### config.mk
export PLATFORM = sky130hd
export DESIGN_NAME = spectrum_report_builder_flat
export DESIGN_NICKNAME = d
export VERILOG_FILES = /design/src/rtl/spectrum_report_pkg.sv /design/src/rtl/spectrum_report_builder_if.sv /design/src/rtl/spectrum_peak_tracker.sv /design/src/rtl/spectrum_report_builder.sv /design/src/flat_wrapper.sv
export SDC_FILE = /design/constraint.sdc
export NUM_CORES = 1
export LEC_CHECK = 0
export BUFFER_PORTS_ARGS = -buffer_cell sky130_fd_sc_hd__clkbuf_2
export CAP_MARGIN = 20
export CORE_MARGIN = 1.5
export CORE_UTILIZATION = 30
export CTS_CLUSTER_DIAMETER = 30
export DETAILED_ROUTE_END_ITERATION = 6
export GPL_ROUTABILITY_DRIVEN = 0
export PLACE_DENSITY = 0.55
export SLEW_MARGIN = 15
export SYNTH_ARGS = -nofsm -noshare
export SYNTH_HDL_FRONTEND = slang
export SYNTH_SLANG_ARGS = --single-unit
### constraint.sdc
create_clock -name clk -period 6.7 [get_ports clk]
set_input_delay 0 -clock clk [delete_from_list [all_inputs] [get_ports clk]]
set_output_delay 0 -clock clk [all_outputs]
set_load 0.05 [all_outputs]
### src/rtl/spectrum_report_pkg.sv
// Shared types and the report-beat packer for spectrum_report_builder.
package spectrum_report_pkg;
  localparam int RPT_BEATS    = 4;
  localparam int DET_FLAG_BIT = 31;
  localparam int DET_MAG_W    = 31;
  localparam int STAT_W       = 16;

  // Bit offsets of each field inside its report beat
  localparam int FRAME_LSB = 16;
  localparam int BIN_LSB   = 0;
  localparam int ERR_BIT   = 31;
  localparam int OCC_LSB   = 0;
  localparam int PIDX_LSB  = 0;
  localparam int PMAG_LSB  = 0;

  typedef enum logic {ACCUM, EMIT} state_t;

  typedef struct packed {
    logic [STAT_W-1:0]    frame_cnt;
    logic [STAT_W-1:0]    bin_cnt;
    logic [STAT_W-1:0]    occ_cnt;
    logic [STAT_W-1:0]    peak_idx;
    logic [DET_MAG_W-1:0] peak_mag;
    logic                 err;
  } stats_t;

  function automatic logic [31:0] build_beat(input stats_t s, input logic [1:0] idx);
    logic [31:0] w;
    w = '0;
    case (idx)
      2'd0: begin
        w[FRAME_LSB +: STAT_W] = s.frame_cnt;
        w[BIN_LSB   +: STAT_W] = s.bin_cnt;
      end
      2'd1: begin
        w[ERR_BIT]            = s.err;
        w[OCC_LSB +: STAT_W]  = s.occ_cnt;
      end
      2'd2:    w[PIDX_LSB +: STAT_W]    = s.peak_idx;
      default: w[PMAG_LSB +: DET_MAG_W] = s.peak_mag;
    endcase
    return w;
  endfunction
endpackage

### src/rtl/spectrum_report_builder_if.sv
// Detector input stream and report output stream of spectrum_report_builder.
interface spectrum_report_builder_if;
  logic        s_valid;
  logic        s_ready;
  logic        s_last;
  logic [31:0] s_data;
  logic        m_valid;
  logic        m_ready;
  logic        m_last;
  logic [31:0] m_data;

  modport slave  (input  s_valid, s_last, s_data, m_ready,
                  output s_ready, m_valid, m_last, m_data);
  modport master (output s_valid, s_last, s_data, m_ready,
                  input  s_ready, m_valid, m_last, m_data);
endinterface

### src/rtl/spectrum_peak_tracker.sv
// Running strict maximum of magnitude with the index where it first occurred.
module spectrum_peak_tracker #(
  parameter int MAG_W = 31,
  parameter int IDX_W = 16
) (
  input  logic             clk,
  input  logic             rst,
  input  logic             clear,
  input  logic             en,
  input  logic             first,
  input  logic [MAG_W-1:0] mag,
  input  logic [IDX_W-1:0] idx,
  output logic [MAG_W-1:0] peak_mag,
  output logic [IDX_W-1:0] peak_idx
);
  // Strict compare keeps the earliest index on ties
  always_ff @(posedge clk) begin
    if (rst || clear) begin
      peak_mag <= '0;
      peak_idx <= '0;
    end else if (en && (first || mag > peak_mag)) begin
      peak_mag <= mag;
      peak_idx <= idx;
    end
  end
endmodule

### src/rtl/spectrum_report_builder.sv
// Per-frame occupancy/peak statistics, emitted as a 4-beat report.
// Optional frame-length check enabled by SPEC_RPT_LEN_CHECK_EN.
module spectrum_report_builder
  import spectrum_report_pkg::*;
#(
  parameter int FFT_MAX_LOG2 = 12,
  parameter int CNT_W        = 16
) (
  input  logic                    clk,
  input  logic                    rst,
  input  logic [FFT_MAX_LOG2-1:0] cfg_fft_log2,
  spectrum_report_builder_if.slave bus
);
  localparam logic [CNT_W-1:0] CNT_MAX = '1;

  state_t               state_q, state_d;
  logic [1:0]           beat_q;
  logic [CNT_W-1:0]     bin_cnt, occ_cnt, frame_cnt, peak_idx;
  logic [DET_MAG_W-1:0] peak_mag;
  logic                 s_acc, m_acc, first_beat, rpt_done, err;
  stats_t               stats;

  assign s_acc      = bus.s_valid && bus.s_ready;
  assign m_acc      = bus.m_valid && bus.m_ready;
  assign first_beat = (bin_cnt == '0);
  assign rpt_done   = m_acc && (beat_q == 2'(RPT_BEATS-1));

  always_ff @(posedge clk) begin
    if (rst) state_q <= ACCUM;
    else     state_q <= state_d;
  end

  always_comb begin
    state_d     = state_q;
    bus.s_ready = 1'b0;
    bus.m_valid = 1'b0;
    bus.m_last  = 1'b0;
    bus.m_data  = '0;
    if (!rst) begin
      case (state_q)
        ACCUM: begin
          bus.s_ready = 1'b1;
          if (s_acc && bus.s_last) state_d = EMIT;
        end
        EMIT: begin
          bus.m_valid = 1'b1;
          bus.m_data  = build_beat(stats, beat_q);
          bus.m_last  = (beat_q == 2'(RPT_BEATS-1));
          if (rpt_done) state_d = ACCUM;
        end
        default: state_d = ACCUM;
      endcase
    end
  end

  // Accumulators are frozen during EMIT, so they double as the report registers
  always_ff @(posedge clk) begin
    if (rst) begin
      bin_cnt   <= '0;
      occ_cnt   <= '0;
      frame_cnt <= '0;
      beat_q    <= '0;
    end else begin
      if (s_acc) begin
        if (bin_cnt != CNT_MAX) bin_cnt <= bin_cnt + 1'b1;
        if (bus.s_data[DET_FLAG_BIT] && occ_cnt != CNT_MAX) occ_cnt <= occ_cnt + 1'b1;
      end
      if (m_acc) beat_q <= beat_q + 2'd1;
      if (rpt_done) begin
        bin_cnt   <= '0;
        occ_cnt   <= '0;
        frame_cnt <= frame_cnt + 1'b1;
      end
    end
  end

  spectrum_peak_tracker #(.MAG_W(DET_MAG_W), .IDX_W(CNT_W)) u_peak (
    .clk      (clk),
    .rst      (rst),
    .clear    (rpt_done),
    .en       (s_acc),
    .first    (first_beat),
    .mag      (bus.s_data[DET_MAG_W-1:0]),
    .idx      (bin_cnt),
    .peak_mag (peak_mag),
    .peak_idx (peak_idx)
  );

`ifdef SPEC_RPT_LEN_CHECK_EN
  // A shift of 32 or more yields 0, which never matches a non-empty frame
  logic [31:0] exp_len;
  always_ff @(posedge clk) begin
    if (rst)                      exp_len <= '0;
    else if (s_acc && first_beat) exp_len <= 32'd1 << cfg_fft_log2;
  end
  assign err = (32'(bin_cnt) != exp_len);
`else
  logic unused_cfg;
  assign unused_cfg = ^cfg_fft_log2;
  assign err        = 1'b0;
`endif

  always_comb begin
    stats           = '0;
    stats.frame_cnt = STAT_W'(frame_cnt);
    stats.bin_cnt   = STAT_W'(bin_cnt);
    stats.occ_cnt   = STAT_W'(occ_cnt);
    stats.peak_idx  = STAT_W'(peak_idx);
    stats.peak_mag  = peak_mag;
    stats.err       = err;
  end
endmodule
### src/flat_wrapper.sv
// flat-port wrapper written by rule: the top's interface ports become plain ports
module spectrum_report_builder_flat import spectrum_report_pkg::*;
#(
  parameter int FFT_MAX_LOG2 = 12,
  parameter int CNT_W        = 16
)
  (clk, rst, cfg_fft_log2, bus_s_valid, bus_s_last, bus_s_data, bus_m_ready, bus_s_ready, bus_m_valid, bus_m_last, bus_m_data);
  spectrum_report_builder_if bus_i ();
  input  logic clk;
  input  logic rst;
  input  logic [FFT_MAX_LOG2-1:0] cfg_fft_log2;
  input wire logic [$bits(bus_i.s_valid)-1:0] bus_s_valid;
  input wire logic [$bits(bus_i.s_last)-1:0] bus_s_last;
  input wire logic [$bits(bus_i.s_data)-1:0] bus_s_data;
  input wire logic [$bits(bus_i.m_ready)-1:0] bus_m_ready;
  output wire logic [$bits(bus_i.s_ready)-1:0] bus_s_ready;
  output wire logic [$bits(bus_i.m_valid)-1:0] bus_m_valid;
  output wire logic [$bits(bus_i.m_last)-1:0] bus_m_last;
  output wire logic [$bits(bus_i.m_data)-1:0] bus_m_data;
  assign bus_i.s_valid = bus_s_valid;
  assign bus_i.s_last = bus_s_last;
  assign bus_i.s_data = bus_s_data;
  assign bus_i.m_ready = bus_m_ready;
  assign bus_s_ready = bus_i.s_ready;
  assign bus_m_valid = bus_i.m_valid;
  assign bus_m_last = bus_i.m_last;
  assign bus_m_data = bus_i.m_data;
  spectrum_report_builder #(.FFT_MAX_LOG2(FFT_MAX_LOG2), .CNT_W(CNT_W)) u_core (.clk(clk), .rst(rst), .cfg_fft_log2(cfg_fft_log2), .bus(bus_i));
endmodule
# Word level (Yosys, flattened, before mapping)
# Index checks and enable logic that the tools add are counted.
# totals
reg_bits	98
word_cells	46
# classes
n_mux	14
order_cmp	1
n_reduce_logical	14
n_bitwise	1
n_eq_ne	5
n_addsub	4
# ops
operator	n
2-to-1 mux 32 bit	2
adder 16 x 1 -> 16 bit, second input constant	3
case mux 16 bit (3 select lines)	1
inequality test 16 bit, second input constant	2
> comparator 31 bit	1
case mux 15 bit (2 select lines)	1
logical NOT 16 bit	1
2-to-1 mux 1 bit	9
logical AND 1 bit	6
== test 2 bit, second input constant	2
AND reduction 2 bit	2
OR reduction 2 bit	2
adder 2 x 1 -> 2 bit, second input constant	1
== test 2 x 1 -> 1 bit, second input constant	1
logical NOT 2 bit	1
logical OR 1 bit	2
case mux 1 bit (2 select lines)	1
NOT 1 bit	1

# Depth between registers and ports, before layout
# depth
depth_word	6
depth_mapped	10

# Modules after synthesis
# Synthesis repeated with hierarchy kept, for this count alone.
# unflattened
cells_unflattened	786
area_unflattened_um2	6165.9
# modules_own_cells
module	cells_per_inst	seq_area_each_um2	area_each_um2	n_inst
spectrum_report_builder	456	1021.0	3367.0	1
spectrum_peak_tracker	330	940.9	2798.9	1

# Least setup slack after synthesis
# Ideal clock, no wire load.
# synth_path
path_type	reg-to-reg
from	reg u_core.u_peak.peak_mag[8]
to	reg u_core.u_peak.peak_mag[19]
t_required_ns	6.579
stages_incl_launch_ff	11
path_slack_ns	4.310
path_buffers	2
setup_ns	0.121
t_arrival_ns	2.268
synth_period_minus_slack_ns	2.390
path_cell_list	dfxtp_1 -> inv_1 -> ha_1 -> a21o_1 -> a221o_1 -> a221oi_1 -> a2111oi_2 -> a21oi_2 -> buf_6 -> buf_8 -> mux2_4
# synth_via
elab_chain_cells	3
# synth_lines
item	line	rtl
start: declaration	spectrum_peak_tracker.sv:13	output logic [MAG_W-1:0] peak_mag,
start signal: assignment	spectrum_peak_tracker.sv:22	peak_mag <= mag;
> comparator 31 bit	spectrum_peak_tracker.sv:21	end else if (en && (first || mag > peak_mag)) begin
logical OR 1 bit	spectrum_peak_tracker.sv:21	
logical AND 1 bit	spectrum_peak_tracker.sv:21	
# No other way between the ends.
# A chain may end at the register's enable or synchronous reset.

# Worst setup path in the final report
# layout_path
from	reg u_core.u_peak.peak_mag[8]
to	reg u_core.u_peak.peak_mag[24]
# The elaborated chain is that of the path after synthesis.

==> impl_summary.log <==
INFO  metric run_status = complete, no violations
INFO  metric distinct_cell_type_count_of_the_synthesized_netlist = 53
INFO  metric rows = 50
INFO  metric grtUsageMet3 = 0.03940
INFO  metric areaGrowthSynthToFinish = 20.66%
INFO  metric drt_iter0_markers = 328
INFO  metric fin_nets = between 800 and 900
INFO  metric drt.antenna.violating_nets = 0
INFO  metric antenna_cells_inserted = 0
INFO  metric io_buffer_count = 71
INFO  metric grt_max_degree = 63
INFO  metric p_leak = 2.796 nW
INFO  metric gr-usage-met1 = 0.2311
INFO  metric finish.instance_area = just under 7000 sq um
INFO  metric post_synth_instance_area = 5682 sq um
INFO  metric yosys.area.top_type = sky130_fd_sc_hd__dfxtp_1
INFO  metric post_synth_inst_count = 697
INFO  metric synth_enable_flop_cells = 0
INFO  metric layout_setup_ws = 3.184 ns
INFO  metric initial_core_util = 0.3048
INFO  metric critical_path_peak_fanout = 29
INFO  metric cts_resized = 0
INFO  metric multiInputGateArea = about 3300 sq um
INFO  metric globalRoute.busiestLayer = met2
INFO  metric maxCapViolCount = 0
INFO  metric worst_hold_path_type = input port to register
INFO  metric postSynth.topFlopCell = sky130_fd_sc_hd__dfxtp_1
INFO  metric yosysMostFrequentCell = sky130_fd_sc_hd__nor2_1
INFO  metric final-max-slew-violation-count = 0
INFO  metric finalWirelength = 15080 um
INFO  metric pre_cts_slack = between 3 and 4 ns
INFO  metric drt_pass_1_iters = 5
INFO  metric layout_min_cycle_time = 3.516 ns
INFO  metric timing.final.crit_share = 0.5248
INFO  metric tritoncts_clock_tree = done
INFO  metric slew_headroom = 0.4610
INFO  metric antenna_found_initial = 0
INFO  metric asr_flop_ratio_synth = 0
INFO  metric synth.top_cell.area_share = 0.3453
INFO  metric track_usage = 0.1591
INFO  metric synthTopCellsByCount = sky130_fd_sc_hd__nor2_1 (138), sky130_fd_sc_hd__dfxtp_1 (98), sky130_fd_sc_hd__nand2_1 (60)
INFO  metric seq_area_frac_synth = 0.3453
INFO  metric share_comb_of_total_power = 0.131
INFO  metric numClockSinks = 98
INFO  metric n_fill_cell = 1958
INFO  metric fin_worst_skew = between 0.008 and 0.009 ns
INFO  metric max_freq = 284.4 MHz
INFO  metric ioPinCount = 84
INFO  metric critical_path.endpoint_type = register
INFO  metric grt_setup_unrepaired = false
INFO  metric postSynthNetCount = slightly below 800
INFO  metric design.core.area = 18640 sq um
INFO  metric die_y = 140.6 um
INFO  metric first_global_vias = 4870
INFO  metric global_route.usage.met2 = 0.2380
INFO  metric ir_worst_vdd = 0.0001508 V
INFO  metric critPathKind = register to register
INFO  metric path_clk_slew = 0.07 ns
INFO  metric post_synth_main_area_contributors = sky130_fd_sc_hd__dfxtp_1 (35%), sky130_fd_sc_hd__nor2_1 (9.1%), sky130_fd_sc_hd__ha_1 (8.8%), sky130_fd_sc_hd__a21oi_1 (4.2%), sky130_fd_sc_hd__nand2_1 (4.0%)
INFO  metric die_area = 19770 sq um
INFO  metric synth_area_per_cell = 8.152 sq um
INFO  metric per_cell_routed_wire_length = 14.77 um
INFO  metric final.setup.tns = 0 ns
INFO  metric detailedPlacementHpwl = around 11000 um
INFO  metric intPower = 1.013 mW
INFO  metric per_cell_via_count_in_the_routed_design = 4.894
INFO  metric finalHoldViolations = 0
INFO  metric grt_pass1_wl = roughly 25000 um
INFO  metric ys.warnings.count = 0
INFO  metric clk_root_buffer_cell = sky130_fd_sc_hd__clkbuf_16
INFO  metric crit_path_start_kind = register
INFO  metric place.detailed.instances = approximately 970
INFO  metric setup_viol = 0
INFO  metric clock_power_share = 0.412
INFO  metric postSynthRegisterBits = 98
INFO  metric layout-drive-gt1-share = 0.1665
INFO  metric drt_drc_violations_left = 0
INFO  metric cp.required = approximately 6.9 ns
INFO  metric htree_num_levels = 3
INFO  metric max-clock-path-buffers = 2
INFO  metric worst_skew_pair.late_latency = 0.35 ns
INFO  metric die_width = about 140 um
INFO  metric stdcell_count = 1021
INFO  metric power.density = between 150 and 200 nW/um^2
INFO  metric register_area = roughly 2000 sq um
INFO  metric max_slew.worst_pin.slew = 0.8055 ns
INFO  metric cp_data_arrival_time = 3.76 ns
INFO  metric via_count = 4997
INFO  metric cts_made_buffers = 9
INFO  metric power_frac_seq = 0.456
INFO  metric total_switching_power = between 300 and 400 uW
INFO  metric global_route.overflow_total = 0
INFO  metric netSwitchingFraction = 0.2586
INFO  metric detailed_place.area = 6196 sq um
==> placed cells by master, fill, tap and decap left out, types with 16 or more instances in the layout <==
cell type,instances
sky130_fd_sc_hd__nand3_1,20
sky130_fd_sc_hd__mux2i_1,22
sky130_fd_sc_hd__a222oi_1,16
sky130_fd_sc_hd__mux2_2,17
sky130_fd_sc_hd__dfxtp_1,98
sky130_fd_sc_hd__nor2_1,138
sky130_fd_sc_hd__xor2_1,17
sky130_fd_sc_hd__nand4_1,16
sky130_fd_sc_hd__clkbuf_2,71
sky130_fd_sc_hd__inv_1,55
sky130_fd_sc_hd__ha_1,39
sky130_fd_sc_hd__dlygate4sd3_1,33
sky130_fd_sc_hd__xnor2_1,18
sky130_fd_sc_hd__a21oi_1,48
sky130_fd_sc_hd__nand2_1,60
==> registers in the layout, summed over array words and instances (netlist names) <==
signal                  flops
u_core.beat_q               2
u_core.bin_cnt             16
u_core.frame_cnt           16
u_core.occ_cnt             16
u_core.state_q              1
u_core.u_peak.peak_idx     16
u_core.u_peak.peak_mag     31
==> metrics by stage <==
step,util,power (mW),hold WS [ns]
3_5_place_dp,0.3323,0.7999,0.2403
2_1_floorplan,-,0.7503,0.1328
3_3_place_gp,0.3323,0.7991,0.2356
6_report,0.3677,1.366,0.1606
5_1_grt,0.3677,1.427,0.1821
4_1_cts,0.3672,1.380,0.1498
==> layout make-up <==
cell class	instances	share of cell area
tap	234	0.04271
multi-input combinational	508	0.4879
inverter	55	0.03012
sequential	98	0.2862
timing repair buffer	110	0.1066
clock buffer	9	0.03285
clock inverter	7	0.01369
==> metal layers <==
| metal | share of wire | vias to the layer above |
|---|---|---|
| li1 | - | 2564 |
| met4 | 0.0097 | 0 |
| met3 | 0.042 | 11 |
| met5 | 0 | - |
| met2 | 0.42 | 95 |
| met1 | 0.53 | 2327 |
==> final timing paths <==
check	start	to	slack (ns)	cells after the start
worst max-delay path	u_core.u_peak.peak_mag[8]	u_core.u_peak.peak_mag[24]	3.18	9
worst min register to register	u_core.u_peak.peak_idx[6]	u_core.u_peak.peak_idx[6]	0.46	2
worst min-delay path	rst	u_core.beat_q[1]	0.16	2
worst max register to register	u_core.u_peak.peak_mag[8]	u_core.u_peak.peak_mag[24]	3.18	9
==> worst max-delay path, stage by stage (launching register included) <==
cell,delay (ns)
sky130_fd_sc_hd__dfxtp_1,0.39
sky130_fd_sc_hd__inv_1,0.08
sky130_fd_sc_hd__ha_1,0.30
sky130_fd_sc_hd__a21o_1,0.17
sky130_fd_sc_hd__a221o_1,0.32
sky130_fd_sc_hd__a221oi_1,0.42
sky130_fd_sc_hd__a2111oi_2,0.15
sky130_fd_sc_hd__a21oi_4,0.60
sky130_fd_sc_hd__buf_4,0.57
sky130_fd_sc_hd__mux2_2,0.40
==> kinds of logic after synthesis <==
group                      count (synthesis)  synth area share
muxes                                     52            0.1068
and+or+nand+nor                          283            0.2253
adders and majority gates                 40           0.08809
xor gates and xnor gates                  35           0.05395
DFF                                       98            0.3453
AOI/OAI and AO/OA                         98            0.1110
buffers and inverters                     91           0.06959
==> timing repair <==
action                                 4_1_cts  5_1_grt
hold buffers                                33        0
endpoints found under the hold margin       33        0
setup buffers                                0        0
==> power by group through the flow <==
stage	clock (mW)	sequential, mW	combinational (mW)
2_1_floorplan	0	0.625	0.125
3_3_place_gp	0	0.635	0.164
3_5_place_dp	0	0.635	0.164
4_1_cts	0.578	0.622	0.181
5_1_grt	0.598	0.625	0.203
6_report	0.563	0.623	0.180
Power figures use the tool's default switching activity.
